## config.mk

```make
export PLATFORM = sky130hd
export DESIGN_NAME = rhd_spi_responder
export DESIGN_NICKNAME = d
export VERILOG_FILES = /design/src/rtl/rhd_spi_pkg.sv /design/src/rtl/rhd_chip_model.sv /design/src/rtl/rhd_spi_responder.sv
export SDC_FILE = /design/constraint.sdc
export NUM_CORES = 1
export LEC_CHECK = 0
export BUFFER_PORTS_ARGS = -buffer_cell sky130_fd_sc_hd__buf_2
export CORE_AREA = 2 2 234 236
export CTS_CLUSTER_DIAMETER = 80
export CTS_CLUSTER_SIZE = 16
export DETAILED_ROUTE_END_ITERATION = 6
export DIE_AREA = 0 0 236 238
export HOLD_SLACK_MARGIN = 0.03
export PLACE_DENSITY = 0.74
export SKIP_LAST_GASP = 1
export SLEW_MARGIN = 20
export SYNTH_ARGS = -nofsm -noshare
export SYNTH_HDL_FRONTEND = slang
export SYNTH_SLANG_ARGS = --single-unit
export TNS_END_PERCENT = 100
```

## constraint.sdc

```tcl
create_clock -name aclk -period 5.95 [get_ports aclk]
set_clock_uncertainty 0.15 [all_clocks]
set_input_delay 1.19 -clock aclk [delete_from_list [all_inputs] [get_ports aclk]]
set_output_delay 1.19 -clock aclk [all_outputs]
set_load 0.1 [all_outputs]
```

## src/rtl/rhd_spi_pkg.sv

```systemverilog
// Purpose : shared constants, ROM contents and frame FSM state for the RHD2000 responder model.
// Latency : n/a (declarations and a combinational ROM lookup only).
// Backpressure : n/a; no flow control exists on an SPI responder.
package rhd_spi_pkg;

    localparam int FRAME_BITS = 16;

    // Opcode field, command bits [15:14].
    localparam logic [1:0] OP_CONVERT = 2'b00;
    localparam logic [1:0] OP_MISC    = 2'b01;
    localparam logic [1:0] OP_WRITE   = 2'b10;
    localparam logic [1:0] OP_READ    = 2'b11;

    // Full-word encodings of the 01-class commands.
    localparam logic [15:0] CMD_CLEAR     = 16'h6A00;
    localparam logic [15:0] CMD_CALIBRATE = 16'h5500;

    // Registers 0..WRITABLE_MAX are backed by RAM.
    localparam int WRITABLE_MAX = 21;

    // Read-only register contents.
    localparam logic [7:0] ROM_REG40 = 8'h49;  // 'I'
    localparam logic [7:0] ROM_REG41 = 8'h4E;  // 'N'
    localparam logic [7:0] ROM_REG42 = 8'h54;  // 'T'
    localparam logic [7:0] ROM_REG43 = 8'h41;  // 'A'
    localparam logic [7:0] ROM_REG44 = 8'h4E;  // 'N'
    localparam logic [7:0] ROM_REG60 = 8'h01;
    localparam logic [7:0] ROM_REG61 = 8'h00;

    typedef enum logic [1:0] {
        ST_ARM,
        ST_IDLE,
        ST_ACTIVE
    } frame_state_t;

    // Read-only part of the register map; 62/63 come from the instance parameters.
    function automatic logic [7:0] rom_read(input logic [5:0] addr,
                                            input logic [7:0] num_amps,
                                            input logic [7:0] chip_id);
        logic [7:0] val;
        case (addr)
            6'd40:   val = ROM_REG40;
            6'd41:   val = ROM_REG41;
            6'd42:   val = ROM_REG42;
            6'd43:   val = ROM_REG43;
            6'd44:   val = ROM_REG44;
            6'd60:   val = ROM_REG60;
            6'd61:   val = ROM_REG61;
            6'd62:   val = num_amps;
            6'd63:   val = chip_id;
            default: val = 8'h00;
        endcase
        return val;
    endfunction

endpackage

```

## src/rtl/rhd_chip_model.sv

```systemverilog
// Purpose : one RHD2000 chip: MOSI capture, command decode, register RAM, sample counter,
//           two-deep result pipeline and MISO shift register.
// Latency : a command's result is shifted out two frames after the frame that carried it.
// Backpressure : none; the top hands in single-cycle edge strobes and the model always takes them.
//   ports: aclk/areset; load (frame start), sample (SCLK rise), shift (SCLK fall),
//   commit (good frame end), mosi (synchronized bit); word (command incl. bit being sampled),
//   miso_bit (current output bit, ungated).
import rhd_spi_pkg::*;

module rhd_chip_model #(
    parameter int NUM_AMPS = 32,
    parameter int CHIP_ID  = 1
) (
    input  logic        aclk,
    input  logic        areset,
    input  logic        load,
    input  logic        sample,
    input  logic        shift,
    input  logic        commit,
    input  logic        mosi,
    output logic [15:0] word,
    output logic        miso_bit
);

    localparam logic [5:0] LAST_CH    = 6'(NUM_AMPS - 1);
    localparam logic [7:0] NUM_AMPS_B = 8'(NUM_AMPS);
    localparam logic [7:0] CHIP_ID_B  = 8'(CHIP_ID);
    localparam logic [5:0] WR_MAX_A   = 6'(WRITABLE_MAX);

    logic [15:0] mosi_sr;
    logic [15:0] miso_sr;
    logic [15:0] pipe_a;
    logic [15:0] pipe_b;
    logic [9:0]  sample_cnt;
    logic [7:0]  regs [0:WRITABLE_MAX];

    logic [5:0]  addr;
    logic [7:0]  rd_data;
    logic [15:0] result;
    logic        cnt_adv;
    logic        cnt_clr;
    logic        reg_wr;

    // When CS rises in the same cycle as the last SCLK rise, the bit being
    // sampled must already be part of the decoded word, so decode looks at
    // the next value of the shift register rather than its current one.
    assign word     = sample ? {mosi_sr[14:0], mosi} : mosi_sr;
    assign addr     = word[13:8];
    assign miso_bit = miso_sr[15];

    always_comb begin
        rd_data = rom_read(addr, NUM_AMPS_B, CHIP_ID_B);
        if (addr <= WR_MAX_A) begin
            rd_data = regs[addr[4:0]];
        end
    end

    always_comb begin
        result  = 16'h0000;
        cnt_adv = 1'b0;
        cnt_clr = 1'b0;
        reg_wr  = 1'b0;
        case (word[15:14])
            OP_CONVERT: begin
                result  = {word[13:8], sample_cnt};
                cnt_adv = (addr == LAST_CH);
            end
            OP_MISC: begin
                // CALIBRATE and every other 01 pattern return zero and do nothing.
                cnt_clr = (word == CMD_CLEAR);
            end
            OP_WRITE: begin
                // Writes outside the RAM are still echoed.
                result = {8'hFF, word[7:0]};
                reg_wr = (addr <= WR_MAX_A);
            end
            default: begin  // OP_READ
                result = {8'h00, rd_data};
            end
        endcase
    end

    always_ff @(posedge aclk) begin
        if (areset) begin
            mosi_sr    <= 16'h0000;
            miso_sr    <= 16'h0000;
            pipe_a     <= 16'h0000;
            pipe_b     <= 16'h0000;
            sample_cnt <= 10'd0;
            for (int i = 0; i <= WRITABLE_MAX; i++) begin
                regs[i] <= 8'h00;
            end
        end else begin
            if (load) begin
                mosi_sr <= 16'h0000;
                miso_sr <= pipe_b;
            end else begin
                if (sample) begin
                    mosi_sr <= word;
                end
                if (shift) begin
                    miso_sr <= {miso_sr[14:0], 1'b0};
                end
            end

            if (commit) begin
                pipe_b <= pipe_a;
                pipe_a <= result;
                if (cnt_clr) begin
                    sample_cnt <= 10'd0;
                end else if (cnt_adv) begin
                    sample_cnt <= sample_cnt + 10'd1;  // wraps modulo 1024
                end
                if (reg_wr) begin
                    regs[addr[4:0]] <= word[7:0];
                end
            end
        end
    end

endmodule

```

## src/rtl/rhd_spi_responder.sv

```systemverilog
// Purpose : SPI responder emulating two RHD2000 chips sharing CS/SCLK, with separate MOSI/MISO.
// Latency : SCLK pin edge to MISO pin change is 3 + MISO_DELAY aclk cycles; results lag commands by two frames.
// Backpressure : none; aclk must oversample SCLK by at least 4x (each SCLK phase >= 2 aclk cycles).
//   ports: aclk, areset (sync, active high); CS/SCLK/MOSI1/MOSI2 asynchronous pins;
//   MISO1/MISO2 result bits; cmd_strobe + cmd1/cmd2 on each accepted frame; frame_err on bad bit count.
import rhd_spi_pkg::*;

module rhd_spi_responder #(
    parameter int MISO_DELAY = 0,
    parameter int NUM_AMPS   = 32,
    parameter int CHIP_ID    = 1
) (
    input  logic        aclk,
    input  logic        areset,
    input  logic        CS,
    input  logic        SCLK,
    input  logic        MOSI1,
    input  logic        MOSI2,
    output logic        MISO1,
    output logic        MISO2,
    output logic        cmd_strobe,
    output logic [15:0] cmd1,
    output logic [15:0] cmd2,
    output logic        frame_err
);

    // ---------------------------------------------------------------
    // Input conditioning. Synchronizers reset to 0 so that a CS pin that
    // is already low at reset release never looks like a fresh falling
    // edge; the ARM state additionally waits for CS to be seen high.
    // ---------------------------------------------------------------
    logic [1:0] cs_sync;
    logic [1:0] sclk_sync;
    logic [1:0] mosi1_sync;
    logic [1:0] mosi2_sync;
    logic       cs_q;
    logic       sclk_q;

    always_ff @(posedge aclk) begin
        if (areset) begin
            cs_sync    <= 2'b00;
            sclk_sync  <= 2'b00;
            mosi1_sync <= 2'b00;
            mosi2_sync <= 2'b00;
            cs_q       <= 1'b0;
            sclk_q     <= 1'b0;
        end else begin
            cs_sync    <= {cs_sync[0], CS};
            sclk_sync  <= {sclk_sync[0], SCLK};
            mosi1_sync <= {mosi1_sync[0], MOSI1};
            mosi2_sync <= {mosi2_sync[0], MOSI2};
            cs_q       <= cs_sync[1];
            sclk_q     <= sclk_sync[1];
        end
    end

    logic cs_s;
    logic cs_rise;
    logic cs_fall;
    logic sclk_rise;
    logic sclk_fall;

    assign cs_s      = cs_sync[1];
    assign cs_rise   =  cs_s & ~cs_q;
    assign cs_fall   = ~cs_s &  cs_q;
    assign sclk_rise =  sclk_sync[1] & ~sclk_q;
    assign sclk_fall = ~sclk_sync[1] &  sclk_q;

    // ---------------------------------------------------------------
    // Frame FSM
    // ---------------------------------------------------------------
    frame_state_t state;
    logic [4:0]   bit_cnt;
    logic [4:0]   cnt_inc;
    logic [4:0]   cnt_eff;
    logic         frame_ok;
    logic [15:0]  word1;
    logic [15:0]  word2;

    assign cnt_inc  = (bit_cnt == 5'd31) ? bit_cnt : bit_cnt + 5'd1;
    // A bit sampled in the closing cycle still counts toward the frame.
    assign cnt_eff  = sclk_rise ? cnt_inc : bit_cnt;
    assign frame_ok = (cnt_eff == 5'(FRAME_BITS));

    logic chip_load;
    logic chip_sample;
    logic chip_shift;
    logic chip_commit;

    assign chip_load   = (state == ST_IDLE)   & cs_fall;
    assign chip_sample = (state == ST_ACTIVE) & sclk_rise;
    assign chip_shift  = (state == ST_ACTIVE) & sclk_fall;
    assign chip_commit = (state == ST_ACTIVE) & cs_rise & frame_ok;

    always_ff @(posedge aclk) begin
        if (areset) begin
            state      <= ST_ARM;
            bit_cnt    <= 5'd0;
            cmd_strobe <= 1'b0;
            frame_err  <= 1'b0;
            cmd1       <= 16'h0000;
            cmd2       <= 16'h0000;
        end else begin
            cmd_strobe <= 1'b0;
            frame_err  <= 1'b0;
            case (state)
                ST_ARM: begin
                    if (cs_s) begin
                        state <= ST_IDLE;
                    end
                end
                ST_IDLE: begin
                    if (cs_fall) begin
                        state   <= ST_ACTIVE;
                        bit_cnt <= 5'd0;
                    end
                end
                ST_ACTIVE: begin
                    if (sclk_rise) begin
                        bit_cnt <= cnt_inc;
                    end
                    if (cs_rise) begin
                        state <= ST_IDLE;
                        if (frame_ok) begin
                            cmd_strobe <= 1'b1;
                            cmd1       <= word1;
                            cmd2       <= word2;
                        end else begin
                            frame_err <= 1'b1;
                        end
                    end
                end
                default: begin
                    state <= ST_ARM;
                end
            endcase
        end
    end

    // ---------------------------------------------------------------
    // Chip models
    // ---------------------------------------------------------------
    logic chip1_miso;
    logic chip2_miso;

    rhd_chip_model #(
        .NUM_AMPS (NUM_AMPS),
        .CHIP_ID  (CHIP_ID)
    ) u_chip1 (
        .aclk     (aclk),
        .areset   (areset),
        .load     (chip_load),
        .sample   (chip_sample),
        .shift    (chip_shift),
        .commit   (chip_commit),
        .mosi     (mosi1_sync[1]),
        .word     (word1),
        .miso_bit (chip1_miso)
    );

    rhd_chip_model #(
        .NUM_AMPS (NUM_AMPS),
        .CHIP_ID  (CHIP_ID)
    ) u_chip2 (
        .aclk     (aclk),
        .areset   (areset),
        .load     (chip_load),
        .sample   (chip_sample),
        .shift    (chip_shift),
        .commit   (chip_commit),
        .mosi     (mosi2_sync[1]),
        .word     (word2),
        .miso_bit (chip2_miso)
    );

    // ---------------------------------------------------------------
    // MISO gating and cable-delay emulation. Output is forced low outside
    // an active frame; gating happens before the delay chain so that the
    // frame boundaries are delayed along with the data.
    // ---------------------------------------------------------------
    logic [1:0] miso_raw;
    logic [1:0] miso_dly;

    assign miso_raw = (state == ST_ACTIVE) ? {chip2_miso, chip1_miso} : 2'b00;

    generate
        if (MISO_DELAY == 0) begin : g_no_delay
            assign miso_dly = miso_raw;
        end else begin : g_delay
            logic [1:0] stage [MISO_DELAY];
            always_ff @(posedge aclk) begin
                if (areset) begin
                    for (int i = 0; i < MISO_DELAY; i++) begin
                        stage[i] <= 2'b00;
                    end
                end else begin
                    stage[0] <= miso_raw;
                    for (int i = 1; i < MISO_DELAY; i++) begin
                        stage[i] <= stage[i-1];
                    end
                end
            end
            assign miso_dly = stage[MISO_DELAY-1];
        end
    endgenerate

    assign MISO1 = miso_dly[0];
    assign MISO2 = miso_dly[1];

endmodule

```

==> reports/qor.txt <==
Status: complete, but fails checks
Failing checks: design-rule violations
Via density: 6.43
Ys Warns: 0
Synth unique cells: 79
Post-synth EDFFs: 472
Crit path kind: reg2reg
Fill count: 4,171
Gr usage total: 30.2%
Max Cap Viol: 0
Synth cell count leaders: nor2_1, edfxtp_1, mux2i_1, nand2_1, dfxtp_1
Critical Path RT: 6.06 ns
Worst setup SP type: flip-flop
Post-synthesis sequential area ratio: 59.1%
CTS Hold Bufs: 0
CTS sink cnt: 671
Largest net degree at the start of global routing: 86
Die X-Extent: 236 um
First-pass GRT wire length: 129,000 um
GP Congestion: 0.966
P_leak: 11.2 nW
PD cells: 256 nW/um2
Yosys top cell area share: 46.1%
DP HPWL: 56,200 um
Largest area contributor in the netlist: edfxtp_1
Peak supply drop: 0.189 mV
ANT nets after route: 0
Final slew viol count: 0
Synth Area per Inst: 11.2 um2
Pwr Total: 0.00858 W
CTS Buf Count: 49
Core Area: 53,500 um2
Met3 Resource Use GR: 7.75%
Vias: 22,900
Residual DRC: 1
Max-slew headroom: 16.4%
H-tree Lvls: 2
Worst setup EP type: flip-flop
Fin crit share: 72.3%
Most frequent cell after synthesis: nor2_1
Area Growth Syn to Fin: 9.09%
Worst Tran Pin Value: 1.23 ns
Number of global-route vias before repair: 21,500
Crit path DAT: 4.42 ns
Routed length per placed instance: 24.2 um
I/O pin total: 42
Setup TNS: 0 ns
Clock-pin slew on the worst setup and hold paths: 0.07 ns
Post_cts resized: 0
Grt ovf: 0
Syn Inst Count: 2,749
TritonCTS clock tree: yes
Final hold violations: 0
Met2 usage: 45.3%
Synth top area cells: edfxtp_1, dfxtp_1, mux2i_1, nor2_1, nand2_1
Cell area after synthesis: 30,700 um2
Initial antenna violation count: 3
Met1 usage: 42.9%
RSZ-0062 raised after global routing: no
Port-buffer cells: 41
Detailed router's first-iteration violation count: 3,154
WL final: 86,000 um
Row count: 85
Total die area: 56,200 um2
DIE HEIGHT: 238 um
Later-pin clock latency in the skew report: 0.62 ns
Post-layout min period: 4.30 ns
Busiest grt layer: met2
Initial Util: 57.5%
CP max FO: 42
#FFs+latches synth: 671
Clk root buf: clkbuf_16
Share of cells above drive strength 1: 9.58%
Clock buffer depth: 3
Drt first pass iters: 7
Post-CTS setup buffer count: 0
Fmax: 232 MHz
Asr flop ratio synth: 0%
Worst min path class: reg2reg
Final net count: 2,838
Post-synth top flop: edfxtp_1
Final setup viols: 0
==> worst max-delay path, cell delays in order, from the launching register on <==
cell      delay, ns
dfxtp_1        0.47
nor4bb_4       0.36
buf_4          0.52
mux2i_1        0.31
or3_1          0.63
nor3_1         0.71
nand2_1        0.36
nand2b_1       0.43
==> stage by stage <==
stage	setup slack [ns]	hold slack, ns	std cells	area, um2	util [%]
6_report	1.65	0.303	3558	33500	62.7
5_1_grt	1.47	0.317	3557	33500	62.7
4_1_cts	1.69	0.304	3557	33500	62.7
3_5_place_dp	1.71	0.286	3474	32100	60.1
3_3_place_gp	1.89	0.289	3474	32100	60.1
2_1_floorplan	2.63	0.264	2868	31200	-
==> metal layers <==
layer  up-vias  routed length, um
met3       219              11000
met4         6               2930
met5         -                 90
met1     11000              34300
li1      10200                  -
met2      1434              37700
==> area by class of cell <==
| class | count | area, um2 | share of cell area (%) |
|---|---|---|---|
| multi-input combinational | 1964 | 12300 | 36.6 |
| clock buffer | 79 | 1340 | 4.00 |
| timing repair buffer | 103 | 689 | 2.06 |
| clock inverter | 4 | 38.8 | 0.116 |
| antenna | 1 | 2.50 | 0.00746 |
| inverter | 40 | 150 | 0.448 |
| sequential | 671 | 18200 | 54.2 |
| tap | 696 | 871 | 2.60 |
==> sequential cells by signal (all words and copies together), names as in the netlist, 5 cells and up <==
| signal | count |
|---|---|
| u_chip2.sample_cnt | 10 |
| u_chip1.regs | 240 |
| u_chip2.pipe_a | 16 |
| cmd1 | 16 |
| u_chip2.regs | 232 |
| u_chip2.mosi_sr | 16 |
| u_chip1.sample_cnt | 10 |
| u_chip2.pipe_b | 16 |
| u_chip1.pipe_b | 16 |
| bit_cnt | 5 |
| u_chip2.miso_sr | 16 |
| cmd2 | 16 |
| u_chip1.miso_sr | 16 |
| u_chip1.pipe_a | 16 |
| u_chip1.mosi_sr | 16 |
==> cell families after synthesis <==
family,count (synthesis),share of synthesized area (%)
other cells,1,0.0122
fa+ha+maj,3,0.122
xor+xnor,11,0.313
flops,671,59.1
simple gates,1023,14.7
mux,313,11.3
compound gates,494,11.3
buf+inv,233,3.11
==> worst paths after layout <==
check | from | end | slack (ns) | cells past startpoint
max | sclk_sync[1] | u_chip1.regs[19][4] | 1.65 | 7
min | u_chip2.pipe_a[11] | u_chip2.pipe_b[11] | 0.30 | 2
max reg2reg | sclk_sync[1] | u_chip1.regs[19][4] | 1.65 | 7
min reg2reg | u_chip2.pipe_a[11] | u_chip2.pipe_b[11] | 0.30 | 2
==> power breakdown <==
group | internal (W) | leakage [nW] | switching, W
Sequential | 0.00513 | 6.20 | 0.0000844
Clock | 0.00155 | 0.662 | 0.00158
Combinational | 0.0000823 | 4.36 | 0.000152
Total | 0.00676 | 11.2 | 0.00182
==> placed cells by master, fill, tap and decap left out, types with 40 or more instances in the layout <==
cell       instances
nor2_1           513
edfxtp_1         472
nand2_1          239
mux2i_1          216
dfxtp_1          195
conb_1           120
a21oi_1          110
a211oi_1          79
nand2b_1          68
buf_4             61
mux2_2            50
clkbuf_16         49
nor3_1            43
a22oi_1           42
o22ai_1           40
buf_2             40
No activity file was read; power rests on OpenSTA's default activity.
